==> src/rtl/alu_issue_ctrl.sv <==
// Execute-stage sequencer: decodes one RV32 integer op and drives an external combinational ALU (two passes for branches).
// Latency from transfer: illegal 1 cycle, ALU op / AUIPC 2 cycles, branch 3 cycles to out_valid.
// Backpressure: one op in flight; in_ready only in IDLE, response held stable in RESP until out_ready.
module alu_issue_ctrl #(
    parameter int XLEN = 32
) (
    input  logic            clk,
    input  logic            rst,
    input  logic            in_valid,
    output logic            in_ready,
    input  logic [1:0]      in_class,
    input  logic [2:0]      in_funct3,
    input  logic            in_funct7b5,
    input  logic [XLEN-1:0] in_rs1,
    input  logic [XLEN-1:0] in_rs2,
    input  logic [XLEN-1:0] in_imm,
    input  logic [XLEN-1:0] in_pc,
    output logic [XLEN-1:0] alu_a,
    output logic [XLEN-1:0] alu_b,
    output logic [2:0]      alu_control,
    input  logic [XLEN-1:0] alu_result,
    input  logic            alu_zero,
    output logic            out_valid,
    input  logic            out_ready,
    output logic [XLEN-1:0] out_result,
    output logic            out_zero,
    output logic            out_taken,
    output logic [XLEN-1:0] out_target,
    output logic            out_illegal
);

    typedef enum logic [1:0] {IDLE, EXEC1, EXEC2, RESP} state_t;

    localparam logic [2:0] ALU_ADD = 3'b000;
    localparam logic [2:0] ALU_SUB = 3'b001;
    localparam logic [2:0] ALU_AND = 3'b011;
    localparam logic [2:0] ALU_OR  = 3'b100;
    localparam logic [2:0] ALU_XOR = 3'b101;
    localparam logic [2:0] ALU_SLT = 3'b110;
    localparam logic [2:0] ALU_EQ  = 3'b111;

    state_t          state_q, state_d;
    logic [XLEN-1:0] a_q, b_q, pc_q, imm_q;
    logic [2:0]      code_q;
    logic            branch_q;   // op needs the second (target) pass
    logic            inv_q;      // branch taken = ~result[0] (BNE/BGE)
    logic [XLEN-1:0] result_q, target_q;
    logic            zero_q, taken_q, illegal_q;

    logic [XLEN-1:0] dec_a, dec_b;
    logic [2:0]      dec_code;
    logic            dec_illegal, dec_branch, dec_inv;

    // Decode the offered instruction into operands and an ALU code.
    always_comb begin
        dec_a       = in_rs1;
        dec_b       = in_rs2;
        dec_code    = ALU_ADD;
        dec_illegal = 1'b0;
        dec_branch  = 1'b0;
        dec_inv     = 1'b0;
        unique case (in_class)
            2'b00, 2'b01: begin
                if (in_class == 2'b01) dec_b = in_imm;
                case (in_funct3)
                    3'b000:  dec_code = (in_class == 2'b00 && in_funct7b5) ? ALU_SUB : ALU_ADD;
                    3'b100:  dec_code = ALU_XOR;
                    3'b110:  dec_code = ALU_OR;
                    3'b111:  dec_code = ALU_AND;
                    3'b010:  dec_code = ALU_SLT;
                    default: dec_illegal = 1'b1;
                endcase
            end
            2'b10: begin
                dec_branch = 1'b1;
                case (in_funct3)
                    3'b000:  dec_code = ALU_EQ;
                    3'b001: begin dec_code = ALU_EQ;  dec_inv = 1'b1; end
                    3'b100:  dec_code = ALU_SLT;
                    3'b101: begin dec_code = ALU_SLT; dec_inv = 1'b1; end
                    default: dec_illegal = 1'b1;
                endcase
            end
            default: begin
                dec_a = in_pc;
                dec_b = in_imm;
            end
        endcase
    end

    // State register.
    always_ff @(posedge clk) begin
        if (rst) state_q <= IDLE;
        else     state_q <= state_d;
    end

    // Next state, handshakes and ALU drive per state.
    always_comb begin
        state_d     = state_q;
        in_ready    = 1'b0;
        out_valid   = 1'b0;
        alu_a       = '0;
        alu_b       = '0;
        alu_control = ALU_ADD;
        case (state_q)
            IDLE: begin
                in_ready = 1'b1;
                if (in_valid) state_d = dec_illegal ? RESP : EXEC1;
            end
            EXEC1: begin
                alu_a       = a_q;
                alu_b       = b_q;
                alu_control = code_q;
                state_d     = branch_q ? EXEC2 : RESP;
            end
            EXEC2: begin
                alu_a   = pc_q;
                alu_b   = imm_q;
                state_d = RESP;
            end
            default: begin
                out_valid = 1'b1;
                if (out_ready) state_d = IDLE;
            end
        endcase
    end

    // Latch the op on transfer and capture ALU results in each pass.
    always_ff @(posedge clk) begin
        if (rst) begin
            a_q       <= '0;
            b_q       <= '0;
            pc_q      <= '0;
            imm_q     <= '0;
            code_q    <= ALU_ADD;
            branch_q  <= 1'b0;
            inv_q     <= 1'b0;
            result_q  <= '0;
            target_q  <= '0;
            zero_q    <= 1'b0;
            taken_q   <= 1'b0;
            illegal_q <= 1'b0;
        end else begin
            case (state_q)
                IDLE: begin
                    if (in_valid) begin
                        a_q       <= dec_a;
                        b_q       <= dec_b;
                        pc_q      <= in_pc;
                        imm_q     <= in_imm;
                        code_q    <= dec_code;
                        branch_q  <= dec_branch;
                        inv_q     <= dec_inv;
                        result_q  <= '0;
                        target_q  <= '0;
                        zero_q    <= 1'b0;
                        taken_q   <= 1'b0;
                        illegal_q <= dec_illegal;
                    end
                end
                EXEC1: begin
                    result_q <= alu_result;
                    zero_q   <= alu_zero;
                end
                EXEC2: begin
                    target_q <= alu_result;
                    taken_q  <= result_q[0] ^ inv_q;
                end
                default: ;
            endcase
        end
    end

    assign out_result  = result_q;
    assign out_zero    = zero_q;
    assign out_taken   = taken_q;
    assign out_target  = target_q;
    assign out_illegal = illegal_q;

endmodule

==> config.mk <==
export PLATFORM = sky130hd
export DESIGN_NAME = alu_issue_ctrl
export DESIGN_NICKNAME = d
export VERILOG_FILES = /design/src/rtl/alu_issue_ctrl.sv
export SDC_FILE = /design/constraint.sdc
export NUM_CORES = 1
export LEC_CHECK = 0
export BUFFER_PORTS_ARGS = -buffer_cell sky130_fd_sc_hd__buf_2
export CAP_MARGIN = 20
export CORE_MARGIN = 2
export CORE_UTILIZATION = 30
export CTS_CLUSTER_DIAMETER = 50
export DETAILED_ROUTE_END_ITERATION = 10
export GPL_TIMING_DRIVEN = 0
export PLACE_DENSITY = 0.55
export SLEW_MARGIN = 20
export SYNTH_ARGS = -nofsm -noshare
export SYNTH_HDL_FRONTEND = slang
export SYNTH_SLANG_ARGS = --single-unit
==> constraint.sdc <==
create_clock -name clk -period 2.3 [get_ports clk]
set_clock_uncertainty 0.05 [all_clocks]
set_input_delay 0.23 -clock clk [delete_from_list [all_inputs] [get_ports clk]]
set_output_delay 0.23 -clock clk [all_outputs]
set_load 0.03 [all_outputs]
==> flow_metrics.tcl, run 1 <==
set metrics [dict create \
    p_per_area_nw_per_um2 1110 \
    p_leak_nw 5.80 \
    grt_max_degree 14 \
    synthTopCellsByArea "dfxtp_1, a22oi_1, nand2_1" \
    cp_cell_sequence "inv_2 -> ha_4 -> buf_12 -> buf_6 -> a22oi_1 -> nor2b_4 -> buf_6" \
    synthArstFlopShare_pct 0 \
    timing.hold.ws_ns 0.0138 \
    die_h_um 175 \
    yosys_warnings 0 \
    die-width_um 175 \
    drive_gt1_share_pct 30.3 \
    nNetsFinal 1709 \
    syn_inst 1041 \
    viasPerCell 4.99 \
    post-route-min-period_ns 2.22 \
    finalCritPeriodShare_pct 96.7 \
    track_usage_pct 21.9 \
    worst_slew_pin_slew_ns 0.686 \
    wl_mm 35.3 \
    p_total_mw 15.4 \
    yosys.area.top_type "dfxtp_1" \
    final_hold_viol_count 0 \
    row_count 62 \
    setup_ws_ns 0.0768 \
    synth-main-ff-cell "dfxtp_1" \
    clockBufferDepth 3 \
    setup_viol 0 \
    syn_area_um2 8760 \
    cts_tree "done" \
    path_class "reg2out" \
    power_switching_mw 6.02 \
    initial_utilization_pct 30.5 \
    p_int_mw 9.42 \
    relSlewSlack_pct 54.3 \
    endpoint_kind "output port" \
    cpMostUsedCell "buf_6" \
    portBuffers 305 \
    crit_required_ns 2.02 \
    pwr-share-comb_pct 42.6 \
    place_ws_ns -0.302 \
    num_vias 9690 \
    clkSlewWorstSetupHoldPaths_ns 0.05 \
    ys_types 34 \
    syn_nets 1216 \
    r2r.worst_path.cells 7 \
    cts-htree-levels 1 \
    detail_route.first_pass.iterations 5 \
    critPathMaxStageDelay_ns 0.37 \
    clock-sinks 202 \
    ant_nets 0 \
    grt_pass1_wl_mm 53.3 \
    final.fill_count 2793 \
    grt_pass1_vias 9652 \
    slew_viol_final 0 \
    synth_top_area_share_pct 46.1 \
    syn_avg_cell_area_um2 8.42 \
    insertion_delay_ns 0.53 \
    ios 307 \
    cp-start-kind "register" \
    dr.first_iter.drc_count 620 \
    p_sw_share_pct 39.0 \
    core_area_um2 28700 \
    cap_violations 0 \
    vdd_drop_max_uv 576 \
    status "complete, no violations" \
    ys_ff_latch 202 \
    gp_congestion 0.831 \
    rsz0062_at_grt "yes" \
    dr_wl_met2_mm 16.8 \
    p_seq_share_pct 29.8 \
    fmax_mhz 450 \
    cts.root.buffer_cell "clkbuf_16" \
    drc 0 \
    postLayoutCoreUtil_pct 48.3 \
    hold_class "in2reg" \
    synth-edff-count 0 \
    wl_per_cell_um 18.2 \
    seq_area_frac_synth_pct 46.1 \
    grt_antenna_before_repair 4 \
    top_layer_used "met5" \
    syn_to_final_growth_pct 58.0 \
    hold_depth 4 \
    cp_slowest_cell "dfxtp_4" \
    die-area_um2 30600 \
    grt_overflow_total 0 \
    crit_fanout 10 \
    met3_length_mm 2.13 \
    cts_made_buffers 28 \
    clkPwrFrac_pct 27.6 \
    dpl.hpwl_mm 24.0 \
    crit_arrival_ns 1.94 \
    wl_met1_mm 15.4 \
]
## metrics by stage
step                      TNS [ns]  cells  cell area, um^2
after floorplan                  0   1041             8760
after global placement      -11.53   1730            10800
after detailed placement    -11.81   1730            10800
after CTS                 -0.00560   1936            13700
after global routing       -0.0196   1940            13900
final                            0   1940            13900
## routing by layer
| layer | global-route usage [%] | vias to the layer above |
|---|---|---|
| li1 | - | 4680 |
| met1 | 27.9 | 4531 |
| met2 | 37.7 | 404 |
| met3 | 3.79 | 73 |
| met4 | 6.88 | 2 |
| met5 | 0 | - |
## critical path, delay by kind of cell (launching register included)
family | cells | cell delay, ns
buffers and inverters | 4 | 0.51
flip-flops | 1 | 0.37
AO/OA/AOI/OAI | 1 | 0.28
adder cells (fa/ha/maj) | 1 | 0.18
AND/OR/NAND/NOR | 1 | 0.08
## power groups by stage
stage          Combinational [mW]  Clock [mW]  Sequential [mW]
4_1_cts                      6.37        4.33             4.58
5_1_grt                      7.06        4.53             4.67
6_report                     6.57        4.27             4.60
3_3_place_gp                 5.51           0             4.59
2_1_floorplan                3.43           0             4.85
3_5_place_dp                 5.54           0             4.62
## cells in the final DEF (no fill, tap or decap), types with 4 or more instances in the layout
| master | Yosys | layout |
|---|---|---|
| nand2_1 | 169 | 169 |
| nand3_1 | 33 | 33 |
| a21oi_1 | 70 | 70 |
| nor2b_2 | 0 | 12 |
| clkbuf_8 | 0 | 7 |
| buf_4 | 9 | 46 |
| a211oi_1 | 33 | 33 |
| nor2b_1 | 65 | 49 |
| clkbuf_16 | 0 | 32 |
| a311oi_1 | 34 | 34 |
| clkbuf_1 | 46 | 42 |
| dfxtp_1 | 202 | 200 |
| nor2_1 | 136 | 136 |
| buf_6 | 5 | 25 |
| mux2i_1 | 32 | 32 |
| a22oi_1 | 97 | 76 |
| dlygate4sd3_1 | 0 | 155 |
| buf_2 | 41 | 295 |
| a22oi_2 | 1 | 22 |
| nor2b_4 | 0 | 4 |
| a32oi_1 | 32 | 32 |
| and2_1 | 6 | 6 |
## cells in the mapped netlist, types with 2 or more instances
library cell	n
dfxtp_1	202
nand2_1	169
nor2_1	136
a22oi_1	97
a21oi_1	70
nor2b_1	65
clkbuf_1	46
buf_2	41
a311oi_1	34
a211oi_1	33
nand3_1	33
a32oi_1	32
mux2i_1	32
buf_4	9
and2_1	6
buf_1	5
buf_6	5
ha_1	4
inv_1	4
nand4b_1	2
o21ai_0	2
o21ai_2	2
## repair_timing
| item | in CTS | in global routing |
|---|---|---|
| endpoints found under the hold margin | 188 | 0 |
| pin swaps | 3 | 1 |
| gates cloned | 1 | 1 |
| setup endpoints to repair | 67 | 60 |
| hold buffers | 155 | 0 |
| buffers inserted | 1 | 0 |
| resized for setup | 132 | 52 |
## final timing paths
kind	start	end	slack [ns]
setup / recovery	state_q[0]	alu_b[16]	0.08
hold / removal	in_class[0]	branch_q	0.01
setup reg to reg	state_q[0]	b_q[5]	0.21
hold reg to reg	branch_q	branch_q	0.41
## area by class of cell
type / instances / area (um^2) / share of cell area (%)
inverter: 4 / 15.0 / 0.108
tap: 384 / 480 / 3.47
timing repair buffer: 463 / 3270 / 23.6
sequential: 202 / 4050 / 29.3
multi-input combinational: 729 / 4390 / 31.7
clock inverter: 10 / 129 / 0.930
antenna: 3 / 7.51 / 0.0542
clock buffer: 39 / 783 / 5.65
buffer: 106 / 731 / 5.28
## registers in the layout, indices dropped and copies added, names as in the netlist
register and cells:
a_q 32, b_q 32, branch_q 1, code_q 3, imm_q 32, inv_q 1
out_illegal 1, out_result 32, out_taken 1, out_target 32, out_zero 1, pc_q 32
state_q 2
## kinds of logic after synthesis
logic type	after synthesis	share of synthesized area, %
AOI/OAI and AO/OA	276	22.8
xor gates and xnor gates	2	0.200
adders and majority gates	4	0.571
buffers and inverters	110	6.11
DFF	202	46.1
muxes	32	3.65
and+or+nand+nor	415	20.5
No activity file was read; power rests on OpenSTA's default activity.
==> run 2: changes to the inputs <==
--- a/config.mk
+++ b/config.mk
@@ -7,12 +7,15 @@
 export LEC_CHECK = 0
 export BUFFER_PORTS_ARGS = -buffer_cell sky130_fd_sc_hd__buf_2
 export CAP_MARGIN = 20
+export CORE_ASPECT_RATIO = 0.6
 export CORE_MARGIN = 2
 export CORE_UTILIZATION = 30
 export CTS_CLUSTER_DIAMETER = 50
 export DETAILED_ROUTE_END_ITERATION = 10
 export GPL_TIMING_DRIVEN = 0
 export PLACE_DENSITY = 0.55
+export REMOVE_ABC_BUFFERS = 1
+export SKIP_LAST_GASP = 1
 export SLEW_MARGIN = 20
 export SYNTH_ARGS = -nofsm -noshare
 export SYNTH_HDL_FRONTEND = slang
==> flow_metrics.tcl, run 2 (same netlist as run 1, synthesis figures left out) <==
set metrics [dict create \
    status "complete, no violations" \
    pwr-share-comb_pct 44.0 \
    drc 0 \
    vdd_drop_max_uv 728 \
    p_sw_share_pct 40.2 \
    nNetsFinal 1630 \
    path_class "reg2out" \
    grt.met2_usage_pct 31.2 \
    clkPwrFrac_pct 25.3 \
    clockBufferDepth 3 \
    endpoint_kind "output port" \
    setup_viol 0 \
    placed_area_um2 10600 \
    stdcell_count 1849 \
    cp-start-kind "register" \
    initial_utilization_pct 30.5 \
    grt_max_degree 111 \
    p_per_area_nw_per_um2 1110 \
    cp_slowest_cell "dfxtp_4" \
    cap_violations 0 \
    grt_use_met1_pct 29.0 \
    track_usage_pct 20.2 \
    cts_tree "done" \
    cp_num_buf_inv 4 \
    dr.first_iter.drc_count 578 \
    clock-sinks 202 \
    final_common_cell "buf_2" \
    wl_mm 33.3 \
    hold_class "in2reg" \
    post-route-min-period_ns 2.25 \
    cts-htree-levels 1 \
    finalCritPeriodShare_pct 97.6 \
    fmax_mhz 445 \
    cts.root.buffer_cell "clkbuf_16" \
    ant_nets 0 \
    dpl.hpwl_mm 19.5 \
    p_leak_nw 5.58 \
    critical_path.top_delay_family "buffers and inverters" \
    clkSlewWorstSetupHoldPaths_ns 0.06 \
    layout_common_cells "buf_2, dfxtp_1, nand2_1, dlygate4sd3_1, nor2_1" \
    final_hold_viol_count 0 \
    grt_overflow_total 0 \
    grt_use_met3_pct 4.45 \
    die_h_um 136 \
    worst_slew_pin_slew_ns 0.983 \
    die-width_um 225 \
    grt_pass1_wl_mm 49.4 \
    dp_cells 1627 \
    num_vias 9318 \
    crit_required_ns 2.02 \
    relSlewSlack_pct 34.5 \
    insertion_delay_ns 0.52 \
    p_total_mw 14.9 \
    p_int_mw 8.89 \
    postLayoutCellArea_um2 13300 \
    portBuffers 306 \
    core_area_um2 28800 \
    syn_to_final_growth_pct 52.3 \
    wl_per_cell_um 18.0 \
    gp_congestion 0.759 \
    ios 307 \
    postLayoutCoreUtil_pct 46.4 \
    cp_cell_sequence "inv_2 -> ha_4 -> buf_4 -> buf_8 -> a22oi_1 -> nor2b_1 -> buf_2" \
    drive_gt1_share_pct 26.8 \
    final.fill_count 2745 \
    detail_route.first_pass.iterations 5 \
    crit_fanout 11 \
    slew_viol_final 0 \
    rsz0062_at_grt "yes" \
    cts_made_buffers 24 \
    critPathMaxStageDelay_ns 0.37 \
    grt_antenna_before_repair 2 \
    row_count 48 \
    grt_pass1_vias 8968 \
    timing.hold.ws_ns 0.0222 \
    p_seq_share_pct 30.7 \
    viasPerCell 5.04 \
    crit_arrival_ns 1.97 \
    busiest_layer "met2" \
    die-area_um2 30600 \
    power_switching_mw 5.97 \
]
## run 2: worst paths after layout
path / cells after the start / slack, ns / endpoint / startpoint
worst max-delay path: 7 / 0.05 / alu_a[19] / state_q[0]
worst min-delay path: 3 / 0.02 / b_q[22] / in_rs2[22]
worst max register to register: 7 / 0.13 / a_q[13] / state_q[1]
worst min register to register: 2 / 0.40 / pc_q[16] / pc_q[16]
## run 2: power groups by stage
stage               Combinational (mW)  Sequential (mW)  Clock (mW)
floorplan                         3.04             4.84           0
global placement                  4.43             4.40           0
detailed placement                5.49             4.62           0
CTS                               6.26             4.55        3.88
global route                      7.00             4.64        4.01
finish                            6.54             4.57        3.76
## run 2: repair_timing
action,in CTS,in global routing
hold endpoints to repair,191,0
hold buffers,159,0
gates resized for setup,8,45
setup buffers,12,2
pin swaps,2,1
endpoints found under the setup margin,184,56
cloned,2,2
## run 2: area by class of cell
type / instances / area (um^2) / area share (%)
multi-input combinational: 731 / 4300 / 32.2
sequential: 202 / 4050 / 30.4
timing repair buffer: 492 / 3730 / 27.9
clock buffer: 36 / 727 / 5.45
tap: 375 / 469 / 3.52
clock inverter: 7 / 56.3 / 0.422
inverter: 4 / 15.0 / 0.112
antenna: 2 / 5.00 / 0.0375
## run 2: worst reg2reg max path: stages (launching register included)
cell	delay [ns]
dfxtp_4	0.37
inv_2	0.11
ha_4	0.32
and2_4	0.23
buf_16	0.25
buf_16	0.34
nor2_1	0.14
a311oi_1	0.28
## run 2: routing by layer
layer / vias to the layer above / routed length (um)
li1: 4522 / -
met1: 4479 / 16400
met2: 278 / 14600
met3: 39 / 1830
met4: 0 / 500
met5: - / 0
## run 2: metrics by stage
stage / worst slack, ns / TNS (ns)
floorplan: -2.65 / -436.94
global placement: -4.34 / -915.85
detailed placement: -0.380 / -25.57
CTS: 0.0269 / 0
global route: -0.0190 / -0.0307
finish: 0.0548 / 0
==> run 3: changes to the inputs <==
--- a/config.mk
+++ b/config.mk
@@ -5,12 +5,13 @@
 export SDC_FILE = /design/constraint.sdc
 export NUM_CORES = 1
 export LEC_CHECK = 0
-export BUFFER_PORTS_ARGS = -buffer_cell sky130_fd_sc_hd__buf_2
+export BUFFER_PORTS_ARGS = -buffer_cell sky130_fd_sc_hd__buf_4
 export CAP_MARGIN = 20
 export CORE_ASPECT_RATIO = 0.6
 export CORE_MARGIN = 2
 export CORE_UTILIZATION = 30
 export CTS_CLUSTER_DIAMETER = 50
+export CTS_CLUSTER_SIZE = 12
 export DETAILED_ROUTE_END_ITERATION = 10
 export GPL_TIMING_DRIVEN = 0
 export PLACE_DENSITY = 0.55
==> flow_metrics.tcl, run 3 (same netlist as run 1, synthesis figures left out) <==
set metrics [dict create \
    post-route-min-period_ns 2.25 \
    critical_path.top_delay_family "buffers and inverters" \
    crit_arrival_ns 1.97 \
    grt_pass1_vias 9224 \
    grt_antenna_before_repair 2 \
    power_switching_mw 6.00 \
    critPathMaxStageDelay_ns 0.38 \
    viasPerCell 5.10 \
    cp_cell_sequence "inv_2 -> ha_4 -> buf_12 -> clkbuf_16 -> nor2b_1 -> buf_4" \
    cts_made_buffers 24 \
    worst_slew_pin_slew_ns 1.16 \
    grt_overflow_total 0 \
    wl_mm 33.4 \
    cp-start-kind "register" \
    p_total_mw 15.1 \
    detail_route.first_pass.iterations 5 \
    p_leak_nw 5.70 \
    cap_violations 0 \
    layout_common_cells "buf_4, dfxtp_1, nand2_1, dlygate4sd3_1, nor2_1" \
    crit_required_ns 2.02 \
    ios 307 \
    cts.root.buffer_cell "clkbuf_16" \
    clkSlewWorstSetupHoldPaths_ns 0.06 \
    core_area_um2 28800 \
    relSlewSlack_pct 22.8 \
    final_common_cell "buf_4" \
    hold_class "in2reg" \
    grt_pass1_wl_mm 49.2 \
    die_h_um 136 \
    p_int_mw 9.10 \
    track_usage_pct 19.9 \
    drc 0 \
    endpoint_kind "output port" \
    syn_to_final_growth_pct 59.8 \
    slew_viol_final 0 \
    drive_gt1_share_pct 27.1 \
    cts_tree "done" \
    rsz0062_at_grt "yes" \
    final_hold_viol_count 0 \
    nNetsFinal 1630 \
    dpl.hpwl_mm 19.4 \
    pwr-share-comb_pct 46.2 \
    row_count 48 \
    crit_fanout 9 \
    num_vias 9376 \
    finalCritPeriodShare_pct 97.6 \
    portBuffers 306 \
    cp_slowest_cell "dfxtp_4" \
    status "complete, no violations" \
    die-width_um 225 \
    p_per_area_nw_per_um2 1080 \
    grt_max_degree 105 \
    initial_utilization_pct 30.5 \
    path_class "reg2out" \
    cp_num_buf_inv 4 \
    wl_per_cell_um 18.1 \
    postLayoutCoreUtil_pct 48.7 \
    vdd_drop_max_uv 646 \
    clock-sinks 202 \
    insertion_delay_ns 0.51 \
    setup_viol 0 \
    clkPwrFrac_pct 23.5 \
    clockBufferDepth 3 \
    ant_nets 0 \
    fmax_mhz 445 \
    p_sw_share_pct 39.7 \
    cts-htree-levels 1 \
    dr.first_iter.drc_count 586 \
    p_seq_share_pct 30.3 \
    gp_congestion 0.756 \
    die-area_um2 30600 \
]
==> run 3: changes by cell type in the layout (fill, tap and decap cells not counted), sizes merged <==
cell,change
and2,-1
inv,-1
clkbuf,-16
clkinvlp,+1
dlygate4sd3,-1
buf,+9
==> run 3: cell type report <==
class	count	area [um^2]
Multi-Input combinational cell	730	4300
Fill cell	2778	14800
Clock inverter	7	60.1
Timing Repair Buffer	493	4460
Sequential cell	202	4050
Clock buffer	27	653
Inverter	4	15.0
Tap cell	375	469
Antenna cell	2	5.00
==> run 3: per-layer routing <==
| layer | global-route usage, % | vias to the layer above | share of wire [%] |
|---|---|---|---|
| li1 | - | 4522 | - |
| met1 | 27.3 | 4544 | 48 |
| met2 | 32.0 | 271 | 45 |
| met3 | 4.34 | 39 | 5.1 |
| met4 | 4.45 | 0 | 1.7 |
| met5 | 0 | - | 0 |
==> run 3: final timing paths <==
path | startpoint | to | slack (ns) | cells after the start
setup / recovery | state_q[0] | alu_b[5] | 0.05 | 6
hold / removal | in_rs2[8] | b_q[8] | 0.03 | 3
hold reg to reg | pc_q[16] | pc_q[16] | 0.40 | 2
setup reg to reg | state_q[0] | out_result[16] | 0.13 | 7
==> run 3: repair_timing <==
item,4_1_cts,5_1_grt
setup endpoints to repair,99,121
hold buffers,157,1
pin swaps,2,4
setup buffers,8,4
hold endpoints to repair,190,1
cloned,0,7
resized for setup,3,15
==> run 3: tightest hold or removal path, stage by stage <==
cell and delay (ns):
buf_4 0.11, mux2i_1 0.12, a211oi_1 0.09
==> run 3: power groups by stage <==
stage | logic (mW) | clock network (mW) | registers [mW]
3_3_place_gp | 4.66 | 0 | 4.41
5_1_grt | 7.48 | 3.78 | 4.65
6_report | 6.97 | 3.55 | 4.58
4_1_cts | 6.24 | 3.66 | 4.56
2_1_floorplan | 3.04 | 0 | 4.84
3_5_place_dp | 5.84 | 0 | 4.62
==> run 3: stage by stage <==
stage                     cells  instance area [um^2]  setup TNS [ns]  hold WS, ns  setup slack [ns]
after floorplan             935                  8240         -436.94        0.245             -2.65
after global placement     1616                 11000         -919.06        0.393             -4.35
after detailed placement   1627                 11400           -7.76        0.397            -0.258
after CTS                  1826                 13700         -0.0179      0.00108          -0.00893
after global routing       1840                 14000        -0.00614      0.00494          -0.00389
final                      1840                 14000               0       0.0269            0.0545
